[src/rtl/cla_pkg.sv]
// Shared types and constants for the sequential carry-lookahead adder.
package cla_pkg;

    localparam int SLICE_W = 16;

    typedef enum logic [1:0] {
        IDLE,
        RUN,
        DONE
    } state_e;

    function automatic int cnt_w(input int n);
        return (n <= 1) ? 1 : $clog2(n);
    endfunction

endpackage

[src/rtl/cla_16.sv]
// 16-bit carry-lookahead slice: four 4-bit groups with group-level lookahead.
module cla_16
    import cla_pkg::*;
(
    input  logic [SLICE_W-1:0] a,
    input  logic [SLICE_W-1:0] b,
    input  logic               c0,
    output logic [SLICE_W-1:0] s,
    output logic               cy,
    output logic               p,
    output logic               g
);

    logic [SLICE_W-1:0] pb;
    logic [SLICE_W-1:0] gb;
    logic [3:0]         gp;
    logic [3:0]         gg;

    assign pb = a ^ b;
    assign gb = a & b;

    always_comb begin
        gp = '0;
        gg = '0;
        for (int j = 0; j < 4; j++) begin
            gp[j] = &pb[4*j +: 4];
            gg[j] = gb[4*j+3]
                  | (pb[4*j+3] & gb[4*j+2])
                  | (pb[4*j+3] & pb[4*j+2] & gb[4*j+1])
                  | (pb[4*j+3] & pb[4*j+2] & pb[4*j+1] & gb[4*j]);
        end
    end

    // Group carries come from lookahead; only bits inside a group ripple.
    always_comb begin
        logic gc;
        logic bc;
        s  = '0;
        gc = c0;
        bc = 1'b0;
        for (int j = 0; j < 4; j++) begin
            bc = gc;
            for (int i = 0; i < 4; i++) begin
                s[4*j+i] = pb[4*j+i] ^ bc;
                bc = gb[4*j+i] | (pb[4*j+i] & bc);
            end
            gc = gg[j] | (gp[j] & gc);
        end
        cy = gc;
    end

    assign p = &gp;
    assign g = gg[3]
             | (gp[3] & gg[2])
             | (gp[3] & gp[2] & gg[1])
             | (gp[3] & gp[2] & gp[1] & gg[0]);

endmodule

[src/rtl/cla_seq_add64.sv]
// Multi-cycle WIDTH-bit adder feeding one cla_16 slice per cycle, LSB first.
// Optional subtract mode and signed overflow flag under CLA_SEQ_SUB_EN.
module cla_seq_add64
    import cla_pkg::*;
#(
    parameter int WIDTH = 64
) (
`ifdef CLA_SEQ_SUB_EN
    input  logic             sub,
    output logic             ovf,
`endif
    input  logic             clk,
    input  logic             rst_n,
    input  logic             in_valid,
    output logic             in_ready,
    input  logic [WIDTH-1:0] a,
    input  logic [WIDTH-1:0] b,
    input  logic             cin,
    output logic             out_valid,
    input  logic             out_ready,
    output logic [WIDTH-1:0] sum,
    output logic             cout,
    output logic             busy
);

    localparam int NSLICE = WIDTH / SLICE_W;
    localparam int CW     = cnt_w(NSLICE);
    localparam logic [CW-1:0] LAST = CW'(NSLICE - 1);

    if ((WIDTH % SLICE_W) != 0 || WIDTH < SLICE_W) begin : g_bad_width
        $fatal(1, "cla_seq_add64: WIDTH must be a multiple of 16 and >= 16");
    end

    state_e                           state_q;
    logic [CW-1:0]                    cnt_q;
    logic                             carry_q;
    logic                             cout_q;
    logic [NSLICE-1:0][SLICE_W-1:0]   a_q;
    logic [NSLICE-1:0][SLICE_W-1:0]   b_q;
    logic [NSLICE-1:0][SLICE_W-1:0]   sum_q;
    logic [NSLICE-1:0][SLICE_W-1:0]   b_d;
    logic                             carry_d;
    logic [SLICE_W-1:0]               s;
    logic                             cy;
    logic                             accept;

    assign accept = in_valid && in_ready;

`ifdef CLA_SEQ_SUB_EN
    assign b_d     = sub ? ~b : b;
    assign carry_d = sub ? 1'b1 : cin;
`else
    assign b_d     = b;
    assign carry_d = cin;
`endif

    // Operands carry no reset: they are always loaded before use.
    always_ff @(posedge clk) begin
        if (state_q == IDLE && accept) begin
            a_q <= a;
            b_q <= b_d;
        end
    end

    cla_16 u_cla (
        .a  (a_q[cnt_q]),
        .b  (b_q[cnt_q]),
        .c0 (carry_q),
        .s  (s),
        .cy (cy),
        .p  (),
        .g  ()
    );

    always_ff @(posedge clk or negedge rst_n) begin
        if (!rst_n) begin
            state_q   <= IDLE;
            in_ready  <= 1'b1;
            out_valid <= 1'b0;
            busy      <= 1'b0;
            sum_q     <= '0;
            cout_q    <= 1'b0;
            cnt_q     <= '0;
            carry_q   <= 1'b0;
`ifdef CLA_SEQ_SUB_EN
            ovf       <= 1'b0;
`endif
        end else begin
            unique case (state_q)
                IDLE: begin
                    if (accept) begin
                        carry_q  <= carry_d;
                        cnt_q    <= '0;
                        in_ready <= 1'b0;
                        busy     <= 1'b1;
                        state_q  <= RUN;
                    end
                end
                RUN: begin
                    sum_q[cnt_q] <= s;
                    carry_q      <= cy;
                    cnt_q        <= cnt_q + 1'b1;
                    if (cnt_q == LAST) begin
                        cout_q    <= cy;
                        out_valid <= 1'b1;
                        state_q   <= DONE;
`ifdef CLA_SEQ_SUB_EN
                        ovf <= (a_q[NSLICE-1][SLICE_W-1] ==
                                b_q[NSLICE-1][SLICE_W-1]) &&
                               (s[SLICE_W-1] != a_q[NSLICE-1][SLICE_W-1]);
`endif
                    end
                end
                DONE: begin
                    if (out_ready) begin
                        out_valid <= 1'b0;
                        busy      <= 1'b0;
                        in_ready  <= 1'b1;
                        state_q   <= IDLE;
                    end
                end
                default: state_q <= IDLE;
            endcase
        end
    end

    assign sum  = sum_q;
    assign cout = cout_q;

endmodule

[config.mk]
export PLATFORM = sky130hd
export DESIGN_NAME = cla_seq_add64
export DESIGN_NICKNAME = d
export VERILOG_FILES = /design/src/rtl/cla_pkg.sv /design/src/rtl/cla_16.sv /design/src/rtl/cla_seq_add64.sv
export SDC_FILE = /design/constraint.sdc
export NUM_CORES = 1
export LEC_CHECK = 0
export CORE_ASPECT_RATIO = 1.2
export CORE_MARGIN = 2
export CORE_UTILIZATION = 30
export CTS_CLUSTER_SIZE = 12
export DETAILED_ROUTE_END_ITERATION = 8
export GPL_TIMING_DRIVEN = 1
export SYNTH_ARGS = -nofsm -noshare
export SYNTH_HDL_FRONTEND = slang
export SYNTH_SLANG_ARGS = --single-unit
[constraint.sdc]
create_clock -name clk -period 4.7 [get_ports clk]
set_input_delay 0.94 -clock clk [delete_from_list [all_inputs] [get_ports clk]]
set_output_delay 0.94 -clock clk [all_outputs]
set_load 0.01 [all_outputs]
## After elaboration in Yosys (flattened, before gate mapping)

Index checks and enable logic that the tools add are counted.

| word-level totals | value |
|---|---|
| logic and storage cells | 149 |
| output and inout bits | 68 |
| register bits | 201 |

| operators by class | value |
|---|---|
| bitwise operators | 82 |
| $add $sub $neg | 1 |
| muxes and demuxes | 23 |
| magnitude comparators | 2 |
| reduce and logical (&&, ||, !) cells | 16 |
| eq/ne operators | 6 |

Operators by type and width:

| operator | count |
|---|---|
| binary-select mux 16 bit (select 2 bit) | 2 |
| bitwise mux 64 bit | 1 |
| two-way mux 16 bit | 3 |
| AND 1 bit | 36 |
| demux 16 bit (select 2 bit) | 1 |
| OR 1 bit | 28 |
| AND 16 bit | 1 |
| AND reduction 4 bit | 4 |
| XOR 1 bit | 16 |
| XOR 16 bit | 1 |
| AND reduction 3 bit | 3 |
| two-way mux 2 bit | 4 |
| one-hot mux 1 bit (2 select lines) | 4 |
| two-way mux 1 bit | 6 |
| != test 2 bit (second input constant) | 3 |
| one-hot mux 2 bit (3 select lines) | 1 |
| nonzero test 2 bit | 3 |
| equality test 2 bit (second input constant) | 2 |
| one-hot mux 2 bit (2 select lines) | 1 |
| AND reduction 2 bit | 2 |
| logical AND 1 bit | 3 |
| less-than comparator 2 x 3 -> 1 bit (second input constant) | 1 |
| adder 2 x 1 -> 2 bit (second input constant) | 1 |
| equality test 2 x 1 -> 1 bit (second input constant) | 1 |
| 2 further kinds | 2 |

## Logic depth before layout (Yosys ltp)

| depth | value |
|---|---|
| word-level depth | 20 |
| mapped depth | 14 |
| gate-level depth less buffers | 12 |

## Hierarchy

A second synthesis with hierarchy kept.

| unflattened totals | value |
|---|---|
| cells, all modules | 418 |
| area, all modules | 8,314.2 um^2 |

By module, submodules not included:

| module | seq. area each (um^2) | area an instance (um^2) | cells each | times used |
|---|---|---|---|---|
| cla_seq_add64 | 5,671.7 | 7,599.8 | 347 | 1 |
| cla_16 | 0.0 | 714.4 | 71 | 1 |

## Least setup slack after synthesis

OpenSTA, ideal clock, no wires.

| timing path | value |
|---|---|
| kind | input to register |
| start point | in in_valid |
| end point | reg a_q[0] (netlist bit) (enable) |
| required time | 4,218 ps |
| buffers on the path | 0 |
| slack | 383 ps |
| arrival time | 3,835 ps |
| cell stages on the path | 3 |
| path through | nand2_1 > or3_1 > inv_1 |

| on the way | value |
|---|---|
| cells in the longest elaborated chain, start to end | 2 |

RTL lines:

| what | RTL line | text |
|---|---|---|
| from (decl) | cla_seq_add64.sv:14 | `input logic in_valid,` |
| logical AND 1 bit | cla_seq_add64.sv:47 | `assign accept = in_valid && in_ready;` |
| logical AND 1 bit | cla_seq_add64.sv:59 | `if (state_q == IDLE && accept) begin` |
| to (signal assigned) | cla_seq_add64.sv:60 | `a_q <= a;` |
| to (decl) | cla_seq_add64.sv:38 | `logic [NSLICE-1:0][SLICE_W-1:0] a_q;` |

No other way between the ends.
A chain may end at the register's enable or synchronous reset.

## Worst setup path after layout

| timing path | value |
|---|---|
| start point | reg cnt_q[0] |
| end point | reg sum_q, in the netlist sum[43] |

| on the way | value |
|---|---|
| cells in the longest elaborated chain, start to end | 18 |

RTL lines:

| what | RTL line | text |
|---|---|---|
| from (decl) | cla_seq_add64.sv:35 | `logic [CW-1:0] cnt_q;` |
| from (signal assigned) | cla_seq_add64.sv:102 | `cnt_q <= cnt_q + 1'b1;` |
| binary-select mux 16 bit (select 2 bit), on equally long branches | cla_seq_add64.sv:66, cla_seq_add64.sv:67 |  |
| two-way mux 16 bit, on equally long branches | cla_seq_add64.sv:66, cla_seq_add64.sv:67 |  |
| XOR 16 bit or AND 16 bit (tied branches) | cla_16.sv:19, cla_16.sv:20 |  |
| AND 1 bit, on equally long branches | cla_16.sv:28, cla_16.sv:29, cla_16.sv:30 |  |
| OR 1 bit, or another cell as far along | cla_16.sv:28 | `\| (pb[4*j+3] & gb[4*j+2])` |
| OR 1 bit or AND 1 bit (tied branches) | cla_16.sv:29, cla_16.sv:30 |  |
| OR 1 bit | cla_16.sv:30 | `\| (pb[4*j+3] & pb[4*j+2] & pb[4*j+1] & gb[4*j]);` |
| OR 1 bit | cla_16.sv:47 | `gc = gg[j] \| (gp[j] & gc);` |
| [2 not listed] | n/a |  |
| AND 1 bit | cla_16.sv:45 | `bc = gb[4*j+i] \| (pb[4*j+i] & bc);` |
| OR 1 bit | cla_16.sv:45 |  |
| AND 1 bit | cla_16.sv:45 |  |
| OR 1 bit | cla_16.sv:45 |  |
| AND 1 bit | cla_16.sv:45 |  |
| OR 1 bit | cla_16.sv:45 |  |
| XOR 1 bit | cla_16.sv:44 | `s[4*j+i] = pb[4*j+i] ^ bc;` |
| bitwise mux 64 bit * | cla_seq_add64.sv:100 | `sum_q[cnt_q] <= s;` |
| to (signal, indexed assignment) | cla_seq_add64.sv:100 |  |
| to (decl) | cla_seq_add64.sv:40 | `logic [NSLICE-1:0][SLICE_W-1:0] sum_q;` |

Mark *: on every way between the ends. The rest lies on a longest branch, timed or not. The select of a mux whose other input is x is not followed.

==> metrics.txt <==
Fin. Hold Viols 0; cts bufs inserted 22; Cell Pwr Density 634.8 nW/um^2; crit path capture type register; Leakage 4.132 nW; kind of launch point of the worst setup path register; DR WL/cell 19.53 um; num ports 201; dominant synthesized flop cell edfxtp_1; cts hold-fix bufs 0; Syn Area/Cell 18.26 sq um; Period minus WS final 4.286 ns; r2r endpoint sum[43]; final worst path period share 0.9119; Crit path required time 5.05 ns; CP peak stage delay 0.64 ns; Starting DRT DRC Count 214; Ant. Diodes 0; final non-filler cell total 1008; reg2reg start cnt_q[0]; Max-Cap Viols 0; clk root buf clkbuf_16; Die Wd 153.9 um; Hold/Removal Path Class reg2reg; chip height 183.9 um; Max Slew Vio Count 0; placed cell count 970; Mapped Cells 443; final setup vio count 0; Worst Hold Endpoint sum[19]; Slew headroom 0.3528; clk_lat worst skew 0.51 ns; starting density of the core 0.3061; unrepaired setup endpoints after global routing no; Worst Hold Path Cells 2; Slowest-stage cell, CP dfrtp_4; CTS tree yes; Arrival @ worst endpoint 4.63 ns; total track usage 0.1375; layout cells sized above 1 0.1768; WS Path Type reg2reg; asr flop ratio synth 0.3632; crit-path most repeated cell fa_1; worst path cell trace mux4_2 -> ha_1 -> a21oi_1 -> nor2_1 -> or3_1 -> nand3_1 -> nand2_1 -> fa_1 -> fa_1 -> fa_1 -> xnor2_1 -> o21ai_0; Ys Warns 0; run status finished, final reports clean; first-pass GRT wire length 29420 um; worst vdd rail ir drop 0.2814 mV; setup slack, reg-to-reg 0.41 ns; antenna viol nets, final 0; clk slew on worst S/H paths 0.06 ns; cell family with most CP delay adder cells; worst-case reg-to-reg path depth 12; post-synthesis sequential area ratio 0.7011; synthesized area 8090 sq um; total number of vias 4627; Post-synth EDFFs 128; fmax 233.3 MHz; Routability Congestion 0.7699; Filler cells 2303; Final nets 824; Syn Nets 608; clock skew 0.009389 ns; Yosys cell types 39; row count 65; Synth area leader edfxtp_1; drt total wl 19690 um; HPWL Detailed 14840 um; flops & latches, synth 201; total gr overflow 0; largest net degree at the start of global routing 74; first-pass iteration count of the detailed router 6; worst path bufs/invs 0; number of buffers on the longest clock path 3; vias in the first global route 5134; Synth area leaders edfxtp_1 (48%), dfrtp_1 (22%), mux4_2 (8.9%), mux2_2 (5.4%), ha_1 (3.1%); area growth from synthesis to layout 38.08%; Post-Route Setup TNS 0 ns; Hold Startpoint sum[19]; crit-path max FO 17; DR vias/cell 4.590; initial antenna violation count 0; port bufs 200; htree depth 1; DR DRC count 0; die footprint 28300 sq um; core area 26430 sq um; Clock Sinks 201; worst-margin pin slew 0.9684 ns; Yosys top cell area share 0.4751
## worst min-delay path: cells and delay by family (launching register included)
family           cells  cell delay, ns
AO/OA/AOI/OAI        1            0.06
AND/OR/NAND/NOR      1            0.05
flip-flops           1            0.34
## where the power goes
group / switching, W / internal (W) / leakage [nW]
combinational: 0.00147 / 0.00153 / 1.74
sequential: 0.000268 / 0.00224 / 2.06
clock: 0.000659 / 0.000924 / 0.328
## how the worst max path moves through the flow
stage               slack (ns)       to  cells past startpoint      from
floorplan                 0.38   a_q[0]                      3  in_valid
global placement          0.30  sum[47]                     13  cnt_q[0]
detailed placement        0.20  sum[43]                     12  cnt_q[0]
CTS                       0.19  sum[43]                     12  cnt_q[0]
global route              0.04  sum[15]                     13  cnt_q[0]
finish                    0.41  sum[43]                     12  cnt_q[0]
## sequential cells by signal (all words and copies together), names as in the netlist
| name | cells |
|---|---|
| out_valid | 1 |
| cnt_q | 2 |
| b_q | 64 |
| cout | 1 |
| sum | 64 |
| state_q | 2 |
| a_q | 64 |
| busy | 1 |
| carry_q | 1 |
| in_ready | 1 |
## final cells by class
class                   count  area, sq um  area share
clock buffers              32        629.4     0.05634
flip-flops and latches    201         5677      0.5082
clock inverters             6        30.03    0.002688
well taps                 335        419.2     0.03752
repair buffers            209         2079      0.1862
multi-input cells         215         2296      0.2055
inverters                  10        40.04    0.003584
## cell families (layout without fill, tap and decap cells)
logic type,after synthesis,in the layout,synth area share
buffers and inverters,27,257,0.01516
multiplexers,77,77,0.1517
AO/OA/AOI/OAI,44,44,0.03170
AND/OR/NAND/NOR,58,58,0.03542
XOR/XNOR,4,4,0.004330
flip-flops,201,201,0.7011
adder cells (fa/ha/maj),32,32,0.06062
## cell usage after synthesis, types with 2 or more instances
master    instances
a21o_1            2
a21oi_1           9
and3_1            2
buf_2             8
buf_4             3
clkbuf_1          6
dfrtp_1          72
edfxtp_1        128
fa_1             12
ha_1             20
inv_1             9
mux2_1            6
mux2_2           39
mux4_2           32
nand2_1          32
nand3_1           5
nand4_1           2
nor2_1            5
nor2b_1           2
o21ai_0          25
o31ai_1           2
or3_1             2
xnor2_1           4
## cell usage in the layout (no fill, tap or decap), drive strengths merged, types with 4 or more instances in the layout
cell           instances
fa                    12
clkbuf                32
clkinv                 5
mux2                  45
nor2                   6
buf                   10
inv                   11
mux4                  32
clkdlybuf4s50        199
xnor2                  4
edfxtp               128
a21oi                  9
nand2                 33
ha                    20
dfrtp                 72
nand3                  5
o21ai                 25
## through the flow
step / utilization / power (W) / setup slack (ns) / instance area, sq um / hold slack (ns)
floorplan: - / 0.004138 / 0.3833 / 8090 / 0.5162
CTS: 0.4225 / 0.007226 / 0.1876 / 11170 / 0.4866
detailed placement: 0.3976 / 0.005617 / 0.2004 / 10510 / 0.4687
global route: 0.4226 / 0.007549 / 0.03923 / 11170 / 0.5149
global placement: 0.3976 / 0.005487 / 0.3045 / 10510 / 0.4710
finish: 0.4226 / 0.007091 / 0.4140 / 11170 / 0.4882
## per-layer routing
metal | vias up | part of all wire | global-route usage
met4 | 0 | 0.017 | 0.03888
met3 | 24 | 0.045 | 0.02452
met5 | - | 0 | 0
li1 | 2123 | - | -
met1 | 2334 | 0.39 | 0.1572
met2 | 146 | 0.55 | 0.2623
## timing repair
item                                    in CTS  in global routing
gates resized for setup                      0                  1
buffers inserted                             0                  0
endpoints found under the setup margin       0                  5
No activity file was read; power rests on OpenSTA's default activity.
